[src/rtl/arbiter_4_entries.sv]
// Round-robin arbiter for a shared 4-entry mux path. Each grant lasts at most
// MAX_HOLD cycles. Every release is followed by one IDLE turnaround cycle.
module arbiter_4_entries #(
    parameter int unsigned MAX_HOLD = 4
) (
    input  logic       clk,
    input  logic       rst,
    input  logic [3:0] req,
    output logic [3:0] grant,
    output logic       s0,
    output logic       s1,
    output logic       busy,
    output logic [3:0] hold_cnt,
    output logic       dbg_state_o,
    output logic [1:0] dbg_ptr_o
);

    // Protocol: a requester holds req[i] high for as long as it wants the path.
    // It owns the path on every cycle that grant[i] is high. Dropping req[i]
    // releases the path on the next edge.
    typedef enum logic {
        IDLE  = 1'b0,
        GRANT = 1'b1
    } state_t;

    localparam logic [3:0] MAX_HOLD_C = 4'(MAX_HOLD);

    state_t     state_q, state_d;
    logic [1:0] ptr_q, ptr_d;
    logic [1:0] owner_q, owner_d;
    logic [3:0] grant_q, grant_d;
    logic [3:0] hold_q, hold_d;
    logic [1:0] pick_idx;
    logic [1:0] cand_idx;

    // Scan from the highest offset down, so the lowest offset from ptr wins.
    always_comb begin
        pick_idx = ptr_q;
        cand_idx = ptr_q;
        for (int k = 3; k >= 0; k--) begin
            cand_idx = ptr_q + 2'(k);
            if (req[cand_idx]) pick_idx = cand_idx;
        end
    end

    always_comb begin
        state_d = state_q;
        ptr_d   = ptr_q;
        owner_d = owner_q;
        grant_d = grant_q;
        hold_d  = hold_q;
        unique case (state_q)
            IDLE: begin
                if (req != 4'b0000) begin
                    state_d = GRANT;
                    owner_d = pick_idx;
                    grant_d = 4'b0001 << pick_idx;
                    hold_d  = 4'd1;
                end
            end
            GRANT: begin
                if (req[owner_q] && (hold_q < MAX_HOLD_C)) begin
                    hold_d = hold_q + 4'd1;
                end else begin
                    // owner_q is kept so the mux select stays stable while idle.
                    state_d = IDLE;
                    grant_d = 4'b0000;
                    hold_d  = 4'd0;
                    ptr_d   = owner_q + 2'd1;
                end
            end
            default: state_d = IDLE;
        endcase
    end

    always_ff @(posedge clk or posedge rst) begin
        if (rst) begin
            state_q <= IDLE;
            ptr_q   <= 2'd0;
            owner_q <= 2'd0;
            grant_q <= 4'b0000;
            hold_q  <= 4'd0;
        end else begin
            state_q <= state_d;
            ptr_q   <= ptr_d;
            owner_q <= owner_d;
            grant_q <= grant_d;
            hold_q  <= hold_d;
        end
    end

    assign grant       = grant_q;
    assign s0          = owner_q[0];
    assign s1          = owner_q[1];
    assign busy        = (state_q == GRANT);
    assign hold_cnt    = hold_q;
    assign dbg_state_o = state_q;
    assign dbg_ptr_o   = ptr_q;

endmodule

[config.mk]
export PLATFORM = sky130hd
export DESIGN_NAME = arbiter_4_entries
export DESIGN_NICKNAME = d
export VERILOG_FILES = /design/src/rtl/arbiter_4_entries.sv
export SDC_FILE = /design/constraint.sdc
export NUM_CORES = 1
export LEC_CHECK = 0
export BUFFER_PORTS_ARGS = -buffer_cell sky130_fd_sc_hd__buf_4
export CORE_AREA = 2 2 39 41
export CTS_CLUSTER_DIAMETER = 100
export DETAILED_ROUTE_END_ITERATION = 8
export DIE_AREA = 0 0 41 43
export GPL_ROUTABILITY_DRIVEN = 0
export PLACE_DENSITY = 0.79
export SETUP_SLACK_MARGIN = 0.15
export SLEW_MARGIN = 0
export SYNTH_ARGS = -nofsm -noshare
export SYNTH_HDL_FRONTEND = slang
export SYNTH_SLANG_ARGS = --single-unit
[constraint.sdc]
create_clock -name clk -period 2.9 [get_ports clk]
set_clock_uncertainty 0.2 [all_clocks]
set_input_delay 0.58 -clock clk [delete_from_list [all_inputs] [get_ports clk]]
set_output_delay 0.58 -clock clk [all_outputs]
set_load 0.03 [all_outputs]
==> results list, run 1 <==
- The first routing iteration left 7 violations.
- The critical path in this run is classified as register to register.
- After clock tree synthesis, the flow added hold-fix buffers numbering 0.
* Unrepaired setup endpoints after global routing: false
- The floorplan step set the die width to 41 um.
* Sequential cell area in the final layout: 325 um^2
- H-tree level count: 1
- The number of antenna violations at the first check in global routing was 0.
- Row generation in the floorplan step produced 14 rows.
- On the worst path, the slowest cell contributes a delay of 0.56 ns.
* Outcome: completed
* Number of inserted diodes: 0
* I/O pin count: 20
* CTS tree: done
* Clock Path Buffers: 2
* Clock tree root buffer cell: sky130_fd_sc_hd__clkbuf_4
- Synthesis handed over a netlist of 61 instances.
- Hold Vio Cnt, Final: 0
- Number of vias per cell: 5.77
* Part of the cycle the worst path needs: 68.8%
- Area added between synthesis and finish: 27.7%
* Clock edge transition at the registers on the reported setup and hold paths: 0.08 ns
- At the later pin of the worst-skew pair, clock insertion delay measures 0.28 ns.
- GRT Total Usage: 20.2%
- Number of instances resized during post-cts repair: 0
* Post-synth net total: 68
- The average instance in the mapped netlist occupies 10.8 um^2.
* Total DRC errors in the routed layout: 0
- The first global-routing pass estimated ~2400 um of wire.
- Clock Sinks: 13
- The floorplan step set the die height to approximately 43 um.
- In this run the tightest slew margin relative to its limit is 59.8%.
- NumNets Final: 91
- For this run, the number of Yosys warnings is 0.
- Effective utilization at floorplan: 47.6%
- The tool flagged a number of max-cap violations equal to 0.
- Hold Crit Class: primary input to asynchronous set/reset pin
* Ratio of cells with drive above 1 in the final layout: around 34%
- The number of global-route vias before repair came to 538.
- In the layout the commonest cells are sky130_fd_sc_hd__buf_4 (19), sky130_fd_sc_hd__dfrtp_1 (13), sky130_fd_sc_hd__a21oi_1 (6).
- Peak ir drop on the vdd network: ~0.58 mV
- The max-slew violation count came to 0.
* Wirelength per Cell: 14.2 um
- The filler cells instantiated in the layout total between 100 and 150.
* Syn Std Cell Area: around 660 um^2
- Wires add up to 1410 um.
- Setup total negative slack: 0 ns
* Endpoint kind of the worst setup timing path: register
- Largest net degree at the start of global routing: 14
- Number of endpoints failing setup at the final stage: 0
* Final core area utilization: about three fifths
- Peak clock frequency supported by timing: ~500 MHz
* Shortest clock period the worst path allows after layout: 1.99 ns
- STA classifies the critical path startpoint as a register.
- The region available for standard cell placement spans 1380 um^2.
- The share of the Yosys chip area taken by registers is 49.3%.
* Vias: 571
- Slew at the pin closest to its max-slew limit: 0.597 ns
- First drt pass iteration count: 4
- Area of the multi-input gates: 319 um^2
- At the worst endpoint, the required time is 2.87 ns.
* Worst endpoint data arrival time: 1.97 ns
- The count of nets left with antenna violations once routing finished came out at 0.
- During placement, the flow inserted port buffers numbering 19.
* Leading cell type in the layout, fill and taps excluded: sky130_fd_sc_hd__buf_4
* Sum of net half-perimeters after detailed placement: roughly 1100 um
- CP Max Fanout: 5
* Number of setup buffers added after CTS: 0
- Post-synthesis cell type count: 27
- For this design the static power due to leakage is 0.406 nW.
* Critical-path cell list: mux4_2, and3_4, or2_4, a22o_1
* Number of buffers added by the clock tree synthesis step: 3
- Synthesis inferred 13 register bits.
* Library cell contributing the largest single delay on the critical path: sky130_fd_sc_hd__mux4_2
- The floorplan step defined a die boundary enclosing around 1800 um^2.
- Dividing total power by cell area gives a power density of approximately 1200 nW/um^2.
* Remaining Overflow, GRT: 0
kinds of logic after synthesis:
family	Yosys count	share of synthesized area [%]
AOI/OAI and AO/OA	22	23.7
xor gates and xnor gates	1	1.33
adders and majority gates	1	1.90
buffers and inverters	3	2.28
DFF	13	49.3
muxes	1	3.42
and+or+nand+nor	20	18.0
layer usage:
| layer | up-vias | wire length, um | track usage, % |
|---|---|---|---|
| li1 | 269 | - | - |
| met1 | 281 | 641 | 28.9 |
| met2 | 18 | 676 | 28.7 |
| met3 | 3 | 70 | 4.71 |
| met4 | 0 | 17 | 8.00 |
| met5 | - | 0 | 0 |
cell usage after synthesis:
master                      number  area share [%]
sky130_fd_sc_hd__a22o_1          4             5.3
sky130_fd_sc_hd__o2bb2ai_1       2             2.7
sky130_fd_sc_hd__nor2b_1         1            0.95
sky130_fd_sc_hd__nor2_1          5             2.8
sky130_fd_sc_hd__or2_2           2             1.9
sky130_fd_sc_hd__and2_1          1            0.95
sky130_fd_sc_hd__ha_1            1             1.9
sky130_fd_sc_hd__or2_4           1             1.3
sky130_fd_sc_hd__a21boi_0        1             1.1
sky130_fd_sc_hd__a21oi_1         6             4.6
sky130_fd_sc_hd__xnor2_1         1             1.3
sky130_fd_sc_hd__o21bai_1        1             1.1
sky130_fd_sc_hd__o22ai_1         1            0.95
sky130_fd_sc_hd__o21ai_0         1            0.76
sky130_fd_sc_hd__o22a_1          2             2.7
sky130_fd_sc_hd__nand2b_1        5             4.7
sky130_fd_sc_hd__dfrtp_1        13              49
sky130_fd_sc_hd__and3_4          1             1.7
sky130_fd_sc_hd__a21boi_1        1             1.1
sky130_fd_sc_hd__nor4_1          2             1.9
sky130_fd_sc_hd__inv_1           2             1.1
sky130_fd_sc_hd__a21o_1          1             1.1
sky130_fd_sc_hd__o31ai_1         2             2.3
sky130_fd_sc_hd__nand2_1         1            0.57
sky130_fd_sc_hd__mux4_2          1             3.4
sky130_fd_sc_hd__buf_4           1             1.1
sky130_fd_sc_hd__nor3b_1         1             1.1
worst max-delay path, delay by kind of cell, from the launching register on:
kind	cells	cell delay, ns
mux	1	0.56
flops	1	0.46
simple gates	2	0.44
compound gates	1	0.23
final cells by class:
type / instances / area share, %
repair buffers: 19 / 16.9
inverters: 2 / 0.892
well taps: 16 / 2.38
multi-input cells: 45 / 37.9
flip-flops and latches: 13 / 38.6
clock inverters: 1 / 0.594
clock buffers: 3 / 2.67
final timing paths:
kind	from	end	slack, ns	depth (start not counted)
max	owner_q[0]	grant[1]	0.91	4
min	rst	grant[0]	0.11	2
max reg2reg	owner_q[0]	grant[1]	0.91	4
min reg2reg	grant[0]	grant[0]	0.30	1
max in group asynchronous	rst	owner_q[1]	2.06	2
min in group clk	grant[0]	grant[0]	0.30	1
through the flow:
| stage | worst slack (ns) | instance area (um^2) | total power, mW | hold slack [ns] | instances |
|---|---|---|---|---|---|
| after floorplan | 0.820 | 659 | 0.698 | 0.257 | 61 |
| after global placement | 0.734 | 815 | 0.865 | 0.286 | 95 |
| after detailed placement | 0.678 | 815 | 0.880 | 0.278 | 95 |
| after CTS | 0.891 | 842 | 0.996 | 0.135 | 99 |
| after global routing | 0.844 | 842 | 1.06 | 0.158 | 99 |
| final | 0.906 | 842 | 0.987 | 0.112 | 99 |
power by group:
| group | leakage [nW] | switching [mW] | internal, mW |
|---|---|---|---|
| registers | 0.164 | 0.0856 | 0.253 |
| logic | 0.225 | 0.304 | 0.232 |
| clock network | 0.0177 | 0.0625 | 0.0512 |
| total | 0.406 | 0.452 | 0.536 |
state kept, by name (all words and copies together), names as in the netlist:
signal and flops:
grant 4, busy 1, dbg_ptr_o 2, owner_q 2
hold_cnt 4
No activity file was read; power rests on OpenSTA's default activity.
==> run 2: changes to the inputs <==
--- a/config.mk
+++ b/config.mk
@@ -6,12 +6,12 @@
 export NUM_CORES = 1
 export LEC_CHECK = 0
 export BUFFER_PORTS_ARGS = -buffer_cell sky130_fd_sc_hd__buf_4
-export CORE_AREA = 2 2 39 41
+export CORE_MARGIN = 2
+export CORE_UTILIZATION = 48
 export CTS_CLUSTER_DIAMETER = 100
 export DETAILED_ROUTE_END_ITERATION = 8
-export DIE_AREA = 0 0 41 43
 export GPL_ROUTABILITY_DRIVEN = 0
-export PLACE_DENSITY = 0.79
+export PLACE_DENSITY = 0.77
 export SETUP_SLACK_MARGIN = 0.15
 export SLEW_MARGIN = 0
 export SYNTH_ARGS = -nofsm -noshare
==> constraint.sdc (replaced) <==
create_clock -name clk -period 2 [get_ports clk]
set_clock_uncertainty 0.2 [all_clocks]
set_input_delay 0.4 -clock clk [delete_from_list [all_inputs] [get_ports clk]]
set_output_delay 0.4 -clock clk [all_outputs]
set_load 0.03 [all_outputs]
==> results list, run 2 (same netlist as run 1, synthesis figures left out) <==
* Effective utilization at floorplan: 51.3%
- Clock edge transition at the registers on the reported setup and hold paths: 0.07 ns
* Startpoint of the tightest hold check path: grant[0]
* Clock tree root buffer cell: sky130_fd_sc_hd__clkbuf_4
- CTS saw 13 sinks.
- Timing would allow up to 538 MHz.
* Slew at the pin closest to its max-slew limit: 0.481 ns
- Number of endpoints failing setup at the final stage: 0
* Worst slack at placement: 0.00990 ns
- The worst hold path terminates at grant[0].
* Antenna violations before repair: 0
- Part of the cycle the worst path needs: 93.0%
- Entering global routing, the biggest net connects 14 pins.
- Power per cell area: 1630 nW/um^2
- Buffers inserted during clock tree synthesis total 3.
* Part of the total power dissipated in combinational logic: between 50% and 60%
- Of the cells placed in the final design, the portion with a size suffix greater than 1 is 40.4%.
* Die boundary height: around 41 um
- Reported net switching power: 0.664 mW
- The first global-routing pass estimated 2360 um of wire.
* Part of the total power dissipated in sequential elements: 31.0%
- The completed layout was analyzed and its total power is 1.51 mW.
- At the worst endpoint, the required time is 1.96 ns.
* Tightest slew margin relative to the limit: 67.9%
- Final std cells w/o fill: 109
- CTS tree: done
- Fin. max-slew vios: 0
* Hold Crit Class: register to register
- The run finished with clean final reports.
- # fillers: 105
- Leakage dissipation: 0.455 nW
* Sum of net half-perimeters after detailed placement: 1210 um
- For this run, design rule violations remaining after detail routing come to 0.
* Worst endpoint data arrival time: between 1.5 and 2 ns
- Setup slack on the worst reg-to-reg path comes out at 0.14 ns.
* Library cell contributing the largest single delay on the critical path: sky130_fd_sc_hd__mux4_2
* Class of the most critical setup path: register to register
- Slowest stage delay, CP: 0.52 ns
- The number of antenna diodes in the final layout is 0.
- For this block, the initial DRC count from the detailed router was 11.
- Shortest clock period the worst path allows after layout: 1.86 ns
- Worst Setup Slack, final: 0.141 ns
- The total area inside the core boundary comes to 1280 um^2.
- For this design the top-level I/O count stands at 20.
- VDD sags by at most around 0.81 mV.
- CTS built an H-tree with a depth of 1.
- Vias in the first global route: 540
- The count of buffers added on input and output ports is 19.
- In this run the worst path has a maximum fanout of 4.
- Hold Vio Cnt, Final: 0
- Hold timing on the final database bottoms out at a slack of 0.301 ns.
- Source-to-sink clock delay at the later pin of the worst-skew pair: 0.27 ns
- Critical-path cell list: mux4_2, and3_4, or2_4, a22o_1
- Measured on the finished design, the core utilization comes to 72.1%.
* Number of cell instances on the worst register-to-register path: 4
* Clock Path Buffers: 2
* Post-layout instance area: 926 um^2
* Die span in x: 41.1 um
* Cell Area, Placed: 882 um^2
* Vias: 611
* Int Pwr: 0.849 mW
- Total wire length: 1580 um
- Area added between synthesis and finish: 40.4%
* Std cell rows: 13
- Most used cells in the layout excluding fill and tap cells: sky130_fd_sc_hd__buf_4 (29), sky130_fd_sc_hd__dfrtp_1 (12), sky130_fd_sc_hd__a21oi_1 (6)
- Remaining Overflow, GRT: 0
- The worst setup path is captured at a register.
* NumNets Final: 102
- Number of instances resized during post-cts repair: 0
* Hold-critical path depth: 1
- In this run switching power makes up 43.9% of total power.
- Startpoint type of the worst setup path: register
* Clock network fraction of design power: 10.6%
- Reg-to-reg critical path endpoint: grant[1]
* Wirelength per Cell: 14.5 um
- Leaving out fill and tap cells, the most frequent cell in the layout is sky130_fd_sc_hd__buf_4.
* Residual antenna-violating net count after detailed routing: 0
- For the final routed database, the setup TNS stands at 0 ns.
- Global routing consumed, over all layers together, 22.5% of the routing resources.
* Maximum Capacitance Violations: 0
* Start of the worst register-to-register path: owner_q[0]
- The die covers 1690 um^2.
- Dividing the detail-routed via count by the number of cells gives 5.61.
- First drt pass iteration count: 4
* Unrepaired setup endpoints after global routing: true
- Placed Instances: 103
==> run 2: metal layers <==
metal	wire length [um]	part of all wire (%)	GRT usage (%)
met5	0	0	0
met3	65	4.1	5.98
met2	764	48	36.3
met1	708	45	26.4
met4	38	2.4	13.3
==> run 2: cell type report <==
type	count	area (um^2)	area share [%]
flip-flops and latches	13	327	35.3
clock buffers	4	26.3	2.84
repair buffers	30	228	24.6
inverters	2	7.51	0.811
well taps	15	18.8	2.03
multi-input cells	45	319	34.5
==> run 2: how the worst max path moves through the flow <==
stage,from,end,cells after the start
after detailed placement,req[0],grant[3],5
after global routing,owner_q[0],grant[3],4
final,owner_q[0],grant[1],4
after global placement,req[3],grant[3],5
after CTS,owner_q[0],grant[3],4
after floorplan,owner_q[0],grant[1],4
==> run 2: critical path, delay by kind of cell (launching register included) <==
kind / cells / cell delay, ns
and+or+nand+nor: 2 / 0.43
DFF: 1 / 0.37
AOI/OAI and AO/OA: 1 / 0.23
muxes: 1 / 0.52
==> run 2: power by group through the flow <==
stage | clock network, mW | logic [mW] | registers [mW]
global placement | 0 | 0.845 | 0.471
global route | 0.183 | 0.945 | 0.484
detailed placement | 0 | 0.867 | 0.473
finish | 0.160 | 0.882 | 0.469
CTS | 0.162 | 0.888 | 0.471
floorplan | 0 | 0.345 | 0.671
==> run 2: repair_timing <==
action	in CTS	in global routing
setup endpoints to repair	2	2
hold buffers	1	0
hold endpoints to repair	13	0
setup buffers	1	0
pin swaps	1	1
